## src/rtl/proto_pkg.sv

```systemverilog
// proto_processor_mc shared definitions:
// FSM states, instruction fields, WS and ALU codes.
package proto_pkg;

  typedef enum logic [2:0] {
    S_IDLE      = 3'd0,
    S_FETCH     = 3'd1,
    S_EXEC      = 3'd2,
    S_STEP_WAIT = 3'd3,
    S_HALT      = 3'd4
  } state_e;

  localparam int B_BIT    = 31;
  localparam int C_BIT    = 30;
  localparam int WE_BIT   = 29;
  localparam int WS_HI    = 28;
  localparam int WS_LO    = 27;
  localparam int OP_HI    = 26;
  localparam int OP_LO    = 23;
  localparam int RA1_HI   = 22;
  localparam int RA1_LO   = 18;
  localparam int RA2_HI   = 17;
  localparam int RA2_LO   = 13;
  localparam int WA_HI    = 12;
  localparam int WA_LO    = 8;
  localparam int CONST_HI = 7;
  localparam int CONST_LO = 0;

  localparam logic [1:0] WS_CONST = 2'b00;
  localparam logic [1:0] WS_SW    = 2'b01;
  localparam logic [1:0] WS_ALU   = 2'b10;
  localparam logic [1:0] WS_ZERO  = 2'b11;

  localparam logic [3:0] ALU_ADD  = 4'd0;
  localparam logic [3:0] ALU_SUB  = 4'd1;
  localparam logic [3:0] ALU_SLL  = 4'd2;
  localparam logic [3:0] ALU_SLT  = 4'd3;
  localparam logic [3:0] ALU_SLTU = 4'd4;
  localparam logic [3:0] ALU_XOR  = 4'd5;
  localparam logic [3:0] ALU_SRL  = 4'd6;
  localparam logic [3:0] ALU_SRA  = 4'd7;
  localparam logic [3:0] ALU_OR   = 4'd8;
  localparam logic [3:0] ALU_AND  = 4'd9;
  localparam logic [3:0] ALU_EQ   = 4'd10;
  localparam logic [3:0] ALU_NE   = 4'd11;
  localparam logic [3:0] ALU_LT   = 4'd12;
  localparam logic [3:0] ALU_GE   = 4'd13;
  localparam logic [3:0] ALU_LTU  = 4'd14;
  localparam logic [3:0] ALU_GEU  = 4'd15;

endpackage

```

## src/rtl/hex_decoder.sv

```systemverilog
// Nibble to 7-segment, active-low, gfedcba.
module hex_decoder (
  input  logic [3:0] nib_i,
  output logic [6:0] seg_o
);

  // Segment lookup.
  always_comb begin
    seg_o = 7'h7f;
    case (nib_i)
      4'h0: seg_o = 7'b1000000;
      4'h1: seg_o = 7'b1111001;
      4'h2: seg_o = 7'b0100100;
      4'h3: seg_o = 7'b0110000;
      4'h4: seg_o = 7'b0011001;
      4'h5: seg_o = 7'b0010010;
      4'h6: seg_o = 7'b0000010;
      4'h7: seg_o = 7'b1111000;
      4'h8: seg_o = 7'b0000000;
      4'h9: seg_o = 7'b0010000;
      4'ha: seg_o = 7'b0001000;
      4'hb: seg_o = 7'b0000011;
      4'hc: seg_o = 7'b1000110;
      4'hd: seg_o = 7'b0100001;
      4'he: seg_o = 7'b0000110;
      default: seg_o = 7'b0001110;
    endcase
  end

endmodule

```

## src/rtl/miriscv_alu.sv

```systemverilog
// Integer ALU: arithmetic/logic result plus
// a comparison flag for conditional branches.
module miriscv_alu
  import proto_pkg::*;
(
  input  logic [3:0]  op_i,
  input  logic [31:0] a_i,
  input  logic [31:0] b_i,
  output logic [31:0] res_o,
  output logic        flag_o
);

  // Compare ops also return the flag as result.
  always_comb begin
    res_o  = '0;
    flag_o = 1'b0;
    case (op_i)
      ALU_ADD:  res_o = a_i + b_i;
      ALU_SUB:  res_o = a_i - b_i;
      ALU_SLL:  res_o = a_i << b_i[4:0];
      ALU_SLT:  res_o = {31'd0, $signed(a_i) < $signed(b_i)};
      ALU_SLTU: res_o = {31'd0, a_i < b_i};
      ALU_XOR:  res_o = a_i ^ b_i;
      ALU_SRL:  res_o = a_i >> b_i[4:0];
      ALU_SRA:  res_o = $unsigned($signed(a_i) >>> b_i[4:0]);
      ALU_OR:   res_o = a_i | b_i;
      ALU_AND:  res_o = a_i & b_i;
      ALU_EQ:   flag_o = (a_i == b_i);
      ALU_NE:   flag_o = (a_i != b_i);
      ALU_LT:   flag_o = ($signed(a_i) < $signed(b_i));
      ALU_GE:   flag_o = ($signed(a_i) >= $signed(b_i));
      ALU_LTU:  flag_o = (a_i < b_i);
      ALU_GEU:  flag_o = (a_i >= b_i);
      default:  res_o = '0;
    endcase
    if (op_i >= ALU_EQ) res_o = {31'd0, flag_o};
  end

endmodule

```

## src/rtl/proto_rf_param.sv

```systemverilog
// NUM_REGS x 32 register file, sync reset;
// out-of-range reads give 0, writes dropped.
module proto_rf_param #(
  parameter int NUM_REGS = 32
) (
  input  logic        clk_i,
  input  logic        reset,
  input  logic        we_i,
  input  logic [4:0]  wa_i,
  input  logic [31:0] wd_i,
  input  logic [4:0]  ra1_i,
  input  logic [4:0]  ra2_i,
  output logic [31:0] rd1_o,
  output logic [31:0] rd2_o
);

  localparam int AW = (NUM_REGS > 1) ? $clog2(NUM_REGS) : 1;

  logic [31:0] mem_q [NUM_REGS];

  // Clear on reset, single write port otherwise.
  always_ff @(posedge clk_i) begin
    if (reset) begin
      for (int i = 0; i < NUM_REGS; i++) mem_q[i] <= '0;
    end else if (we_i && (int'(wa_i) < NUM_REGS)) begin
      mem_q[wa_i[AW-1:0]] <= wd_i;
    end
  end

  assign rd1_o = (int'(ra1_i) < NUM_REGS) ? mem_q[ra1_i[AW-1:0]] : '0;
  assign rd2_o = (int'(ra2_i) < NUM_REGS) ? mem_q[ra2_i[AW-1:0]] : '0;

endmodule

```

## src/rtl/proto_processor_mc.sv

```systemverilog
// Multi-cycle prototype core: handshake fetch,
// one-cycle exec, halt, single-step, retire count.
module proto_processor_mc
  import proto_pkg::*;
#(
  parameter logic [31:0] RESET_PC = 32'h7600_0000,
  parameter int          SW_WIDTH = 10,
  parameter int          NUM_REGS = 32
) (
  input  logic                clk_i,
  input  logic                reset,
  input  logic [SW_WIDTH-1:0] switches_i,
  output logic                imem_req_o,
  output logic [31:0]         imem_addr_o,
  input  logic                imem_ack_i,
  input  logic [31:0]         imem_rdata_i,
  input  logic                step_en_i,
  input  logic                step_i,
  output logic                halted_o,
  output logic [31:0]         pc_o,
  output logic [31:0]         result_o,
  output logic [31:0]         retired_o,
  output logic [6:0]          hex1_o,
  output logic [6:0]          hex2_o
);

  state_e      state_q;
  logic [31:0] pc_q, ir_q, result_q, retired_q;

  logic [31:0] se, sw_ext, rd1, rd2, alu_res, wd, pc_d;
  logic        flag, rf_we, halt_now;

  assign se     = {{24{ir_q[CONST_HI]}}, ir_q[CONST_HI:CONST_LO]};
  assign sw_ext = 32'($signed(switches_i));

  miriscv_alu u_alu (
    .op_i   (ir_q[OP_HI:OP_LO]),
    .a_i    (rd1),
    .b_i    (rd2),
    .res_o  (alu_res),
    .flag_o (flag)
  );

  assign rf_we = (state_q == S_EXEC) && ir_q[WE_BIT];

  proto_rf_param #(.NUM_REGS(NUM_REGS)) u_rf (
    .clk_i (clk_i),
    .reset (reset),
    .we_i  (rf_we),
    .wa_i  (ir_q[WA_HI:WA_LO]),
    .wd_i  (wd),
    .ra1_i (ir_q[RA1_HI:RA1_LO]),
    .ra2_i (ir_q[RA2_HI:RA2_LO]),
    .rd1_o (rd1),
    .rd2_o (rd2)
  );

  // Write-data select and next-PC.
  always_comb begin
    wd = '0;
    case (ir_q[WS_HI:WS_LO])
      WS_CONST: wd = se;
      WS_SW:    wd = sw_ext;
      WS_ALU:   wd = alu_res;
      default:  wd = '0;
    endcase
    if (ir_q[B_BIT] || (ir_q[C_BIT] && flag))
      pc_d = pc_q + (se << 2);
    else
      pc_d = pc_q + 32'd4;
    halt_now = ir_q[B_BIT] && (ir_q[CONST_HI:CONST_LO] == 8'd0);
  end

  // Control FSM with PC, IR, result and retire count.
  always_ff @(posedge clk_i) begin
    if (reset) begin
      state_q   <= S_IDLE;
      pc_q      <= RESET_PC;
      ir_q      <= '0;
      result_q  <= '0;
      retired_q <= '0;
    end else begin
      case (state_q)
        S_IDLE: state_q <= S_FETCH;
        S_FETCH: begin
          if (imem_ack_i) begin
            ir_q    <= imem_rdata_i;
            state_q <= S_EXEC;
          end
        end
        S_EXEC: begin
          pc_q      <= pc_d;
          retired_q <= retired_q + 32'd1;
          if (ir_q[WE_BIT]) result_q <= wd;
          if (halt_now)       state_q <= S_HALT;
          else if (step_en_i) state_q <= S_STEP_WAIT;
          else                state_q <= S_FETCH;
        end
        S_STEP_WAIT: begin
          if (step_i || !step_en_i) state_q <= S_FETCH;
        end
        S_HALT:  state_q <= S_HALT;
        default: state_q <= S_IDLE;
      endcase
    end
  end

  assign imem_req_o  = (state_q == S_FETCH);
  assign imem_addr_o = pc_q;
  assign halted_o    = (state_q == S_HALT);
  assign pc_o        = pc_q;
  assign result_o    = result_q;
  assign retired_o   = retired_q;

  hex_decoder u_hex1 (.nib_i(result_q[3:0]), .seg_o(hex1_o));
  hex_decoder u_hex2 (.nib_i(result_q[7:4]), .seg_o(hex2_o));

endmodule

```

## config.mk

```make
export PLATFORM = sky130hd
export DESIGN_NAME = proto_processor_mc
export DESIGN_NICKNAME = d
export VERILOG_FILES = /design/src/rtl/proto_pkg.sv /design/src/rtl/hex_decoder.sv /design/src/rtl/miriscv_alu.sv /design/src/rtl/proto_rf_param.sv /design/src/rtl/proto_processor_mc.sv
export SDC_FILE = /design/constraint.sdc
export NUM_CORES = 2
export LEC_CHECK = 0
export CAP_MARGIN = 25
export CORE_UTILIZATION = 57
export DETAILED_ROUTE_END_ITERATION = 6
export PLACE_DENSITY = 0.77
export REMOVE_ABC_BUFFERS = 1
export SKIP_LAST_GASP = 1
export SYNTH_ARGS = -nofsm -noshare
export SYNTH_HDL_FRONTEND = slang
export SYNTH_SLANG_ARGS = --single-unit
export TNS_END_PERCENT = 5
```

## constraint.sdc

```tcl
create_clock -name clk_i -period 8.67 [get_ports clk_i]
set_clock_uncertainty 0.2 [all_clocks]
set_input_delay 1.3005 -clock clk_i [delete_from_list [all_inputs] [get_ports clk_i]]
set_output_delay 1.3005 -clock clk_i [all_outputs]
set_load 0.05 [all_outputs]
```

==> Yosys cells after proc, flatten, opt, wreduce, memory -nomap -nowiden <==
Memories as Yosys holds them, arrays and structs flattened. A register that Yosys moved wholly into a read port is not among the register bits.
Index checks and enable logic that the tools add are counted.
W data, S select, Z words.
{ "word_totals": {"register_bits": 131, "latchBits": 0, "ramBits": 1024, "romBits": 224, "in_bits": 47, "wordCells": 89, "n_memories": 3} }
{ "op_classes": {"n_addsub": 5, "multipliers": 0, "div_mod_pow": 0, "magnitude_cmp": 5, "eq_ne": 25, "shift": 3, "muxes": 26, "bitwise_logic": 3, "n_reduce_logical": 14} }
{ "mem_list": {"columns": ["name", "words", "word_bits", "read_ports", "rd_ports_with_merged_regs", "write_ports", "line_no", "text"], "rows": [
  ["u_rf.mem_q", 32, 32, 2, 2, 32, "proto_rf_param.sv:19", "logic [31:0] mem_q [NUM_REGS];"],
  ["(name not given)", 16, 7, 1, 1, 0, "hex_decoder.sv:10", "case (nib_i)"],
  ["(name not given)", 16, 7, 1, 1, 0, "hex_decoder.sv:10", null]
]} }
{ "ops": {"columns": ["operator", "n"], "rows": [
  ["$pmux W32 S10", 1],
  ["$mux W32", 3],
  ["$pmux W32 S3", 1],
  ["$add A32 B32 Y32", 2],
  ["$ge A32 B32 Y1", 2],
  ["$lt A32 B32 Y1", 2],
  ["$add A32 B1 Y32 const B", 1],
  ["$add A32 B3 Y32 const B", 1],
  ["$and A32 B32 Y32", 1],
  ["$eq A32 B32 Y1", 1],
  ["$eq A4 B4 Y1 const B", 8],
  ["$ne A32 B32 Y1", 1],
  ["$or A32 B32 Y32", 1],
  ["$reduce_or A32 Y1", 1],
  ["$shl A32 B5 Y32", 1],
  ["$shr A32 B5 Y32", 1],
  ["$sshr A32 B5 Y32", 1],
  ["$sub A32 B32 Y32", 1],
  ["$xor A32 B32 Y32", 1],
  ["$mux W5", 5],
  ["$eq A4 B3 Y1 const B", 4],
  ["$mux W4", 4],
  ["$pmux W3 S5", 1],
  ["$mux W3", 3],
  ["other kinds (21)", 33]
]} }

==> Longest topological paths before layout <==
{ "logic_depth": {"word_depth": 7, "ltp_mapped": 42, "depth_no_buf": 33} }

==> Modules after synthesis <==
A second synthesis with hierarchy kept.
{ "unflattened": {"hier_cells": 6873, "area_unflattened_um2": 72544.6} }
{ "by_module_without_submodules": {"columns": ["mod", "n_inst", "cells_each", "area_per_inst_um2", "seq_area_each_um2"], "rows": [
  ["proto_rf_param", 1, 4640, 56467.9, 30749.5],
  ["miriscv_alu", 1, 1260, 8648.3, 0.0],
  ["proto_processor_mc", 1, 910, 6891.6, 2582.5],
  ["hex_decoder at u_hex2", 1, 32, 275.3, 0.0],
  ["hex_decoder at u_hex1", 1, 31, 261.5, 0.0]
]} }

==> Worst setup path after synthesis <==
Ideal clock, no wire load.
{ "synth_timing": {"path_kind": "flip-flop to flip-flop", "start": "register with a tool-made name", "end": "register pc_q[31] (netlist: imem_addr_o[31])", "setup_time_ps": 121, "t_arrival_ps": 8942, "required_time_ps": 8349, "path_slack_ps": -593, "path_stages_with_launch": 33, "n_path_buf": 6, "synth_period_minus_slack_ps": 9263, "cell_sequence": "dfxtp_1 buf_2 buf_6 clkbuf_1 clkbuf_1 buf_1 mux4_2 mux4_2 mux2i_1 ha_1 clkbuf_1 or3_1 a31o_2 a31o_1 o2111a_1 nor2_1 o311ai_0 a211oi_1 a21oi_1 nor2_1 ha_1 a21o_1 a2111oi_0 o31ai_1 a31oi_1 o21bai_1 nand4_1 a21boi_0 o31ai_1 o2bb2ai_1 nor3_1 nor3_1 mux2_2"} }
{ "synth_lines": {"columns": ["element", "line_no", "text"], "rows": [
  ["end signal: assignment", "proto_processor_mc.sv:92", "pc_q <= pc_d;"],
  ["end: declaration", "proto_processor_mc.sv:28", "logic [31:0] pc_q, ir_q, result_q, retired_q;"]
]} }

==> flow_summary.toml <==
[floorplanning]
io_pins = 191
die_h_um = 350.7
die_area_um2 = 123000
rows = 127
initial_utilization_pct = 57.60
fp.dieW_um = 350.7
core_um2 = 120300

[worst_setup_path]
crit_path_frequent_cell = "buf_4"
critical_path_class = "flop to flop"
critPathMaxFanout = 15
r2r_end = "imem_addr_o[31]"
reg2reg_depth = 31
end_kind = "flop"
critical-path-max-stage-delay_ns = 0.93
crit_path_start_kind = "flop"
worstPathRequired_ns = 9.15
slowest_stage = "nor2_4"
worstPathArrival_ns = 8.79
r2r_setup_slack_ns = 0.36

[global_routing]
grt_pass1_wl_um = 386600
antenna_found_initial = 8
grt_max_degree = 77
overflow = 0
grt_pass1_vias = 54540
grtUsageTotal_pct = 44.54

[clock_tree]
clk_latency_ns = 0.81
cts_made_buffers = 118
cts_tree = "done"
cts_max_path_buffers = 3
cts_sinks = 1177
cts.clk_slew.worst_paths_ns = 0.06
ctsRootBufferMaster = "clkbuf_16"
h-tree-depth = 3

[synth]
async_flop_share_pct = 0
synth.area.mux_share_pct = 21.50
synth-adder-area-share_pct = 2.597
ys_types = 116
synth_top_family_by_area = "multiplexers"
synth_common_cells = "nor2_1, edfxtp_1, mux2i_1"
ys_seq_area_share_pct = 48.80
synthTopCellsByArea = "edfxtp_1, mux4_2, mux2i_1"
syn_area_um2 = 69290
synthXorXnorAreaFrac_pct = 0.7584
yosys.area_share.simple_pct = 12.15
synth_flop_cell = "edfxtp_1"
yosysMostFrequentCell = "nor2_1"
ys_ff_latch = 1177
yosysWarnings = 0
synth_edf_count = 1024
synth-compound-area-share_pct = 9.468
synth.avg_cell_area_um2 = 11.70
yosysTopAreaCell = "edfxtp_1"
synth_top_cell_area_share_pct = 44.38
netlist_instances = 5923

[pwr]
pwr-share-seq_pct = 40.1
p_comb_share_pct = 24.4
switching_power_mw = 5.132
p_int_mw = 10.96
peakVddDrop_mv = 0.1971
p_per_area_nw_per_um2 = 204.2
power.leakage_nw = 27.39
swShare_pct = 31.89
p_clk_share_pct = 35.5

[timing]
fin_hold_ws_ns = 0.2456
slew_headroom_pct = 12.70
period_minus_slack_ns = 8.314
max_freq_mhz = 120.3
report.final.slew_viol_count = 0
setup_viol = 0
tns_ns = 0
finalHoldViolations = 0
worst_pin_slew_ns = 1.309
finalCritPeriodShare_pct = 95.89

[place]
port_buffers = 186
dp_cells = 7583
place_congestion = 1.018
dp_hpwl_um = 177600
place_area_um2 = 74230

[routing]
firstDrtPassIters = 7
viasPerCell = 7.298
wl_um = 278700
ant_nets = 0
dr.first_iter.drc_count = 10120
wl_per_cell_um = 35.62
drcViolationCount = 5
via_count = 57090

[layout]
stdcell_area_um2 = 78790
nFillCells = 8785
finalNetCount = 6292
stdcell_count = 7823
seqCellArea_um2 = 33840
post-route-util_pct = 65.50
multi_input_area_um2 = 32640
layout-drive-gt1-share_pct = 19.81
area.growth.synth_to_final_pct = 13.72

[min_path]
hp-class = "flop to flop"
hold_path_depth = 2
hp-start = "ir_q[17]"

[outcome]
violations = "DRC"
status = "complete, but fails checks"

[run]
cap_viol_max_count = 0
layout by cell type, fill, tap and decap left out, types with 13 or more instances in the layout:
cell type and instances:
nand2_2 19, nand2_1 341, xnor2_1 37, xor2_1 23
clkbuf_1 19, o21bai_1 22, buf_4 368, mux4_2 426
nand2b_1 20, nand3_1 159, nor2b_1 26, nand4_1 38
o211ai_1 39, a221oi_1 21, o22ai_1 30, inv_1 114
o21a_1 17, nor3_1 46, dfxtp_1 147, mux2i_1 502
clkbuf_16 120, clkinv_2 22, nor2_2 16, bufinv_16 24
nand2_4 15, o31ai_1 16, a21oi_1 333, a21o_1 25
nor2_1 1127, or3_1 22, o21ai_0 106, a22oi_1 141
o221ai_1 17, ha_1 139, buf_12 35, clkdlybuf4s50_1 185
clkinv_1 13, edfxtp_1 1024, a31oi_1 27, a211oi_1 30
power by group through the flow:
stage	logic (mW)	registers, mW	clock network (mW)
after floorplan	2.27	6.62	0
after global placement	3.72	6.55	0
after detailed placement	3.73	6.56	0
after CTS	3.75	6.44	5.67
after global routing	4.04	6.46	5.87
final	3.92	6.46	5.71
through the flow:
| step | power (mW) | worst slack (ns) |
|---|---|---|
| 2_1_floorplan | 8.889 | -10.72 |
| 4_1_cts | 15.86 | 0.005495 |
| 3_3_place_gp | 10.27 | -0.3589 |
| 6_report | 16.09 | 0.3561 |
| 5_1_grt | 16.38 | -0.009662 |
| 3_5_place_dp | 10.29 | -0.3407 |
metal layers:
layer / vias up / wire [µm] / track usage, %
li1: 22610 / - / -
met1: 27450 / 90740 / 54.79
met2: 5653 / 119100 / 65.46
met3: 1377 / 45740 / 16.84
met4: 6 / 22880 / 29.57
met5: - / 147 / 0.7064
worst max-delay path, delay by kind of cell (launching register included):
family	cells	cell delay, ns
compound gates	16	3.49
fa+ha+maj	2	0.49
buf+inv	3	0.76
flops	1	0.47
mux	1	0.35
simple gates	9	2.39
area by class of cell:
class                           count  area share [%]
Antenna cell                        6         0.01906
Clock buffer                      149           4.037
Clock inverter                     73           1.374
Inverter                          126          0.6177
Multi-Input combinational cell   4080           41.43
Sequential cell                  1177           42.94
Tap cell                         1612           2.560
Timing Repair Buffer              600           7.022
how the worst max path moves through the flow:
stage | slack, ns | end | startpoint
after global routing | -0.01 | imem_addr_o[30] | flop
after detailed placement | -0.34 | imem_addr_o[31] | flop
final | 0.36 | imem_addr_o[31] | flop
after global placement | -0.36 | imem_addr_o[24] | flop
after CTS | 0.005 | imem_addr_o[31] | flop
after floorplan | -10.72 | imem_addr_o[31] | flop
state kept, by name, indices dropped and copies added (netlist names), named ones only:
register / flops
retired_o: 32
u_hex1.seg_o: 7
state_q: 3
imem_addr_o: 30
u_rf.mem_q: 1024
u_hex2.seg_o: 7
ir_q: 32
result_o: 32
cell families after synthesis:
group                      Yosys count
buffers and inverters              669
adders and majority gates          142
AOI/OAI and AO/OA                  973
xor gates and xnor gates            60
DFF                               1177
and+or+nand+nor                   1951
muxes                              950
other                                1
timing repair:
| action | in CTS | in global routing |
|---|---|---|
| gates cloned | 0 | 2 |
| hold buffers | 0 | 0 |
| endpoints found under the setup margin | 11 | 13 |
| hold endpoints to repair | 0 | 0 |
| pin swaps | 0 | 3 |
| resized for setup | 2 | 26 |
| buffers inserted | 0 | 8 |
Power figures use the tool's default switching activity.
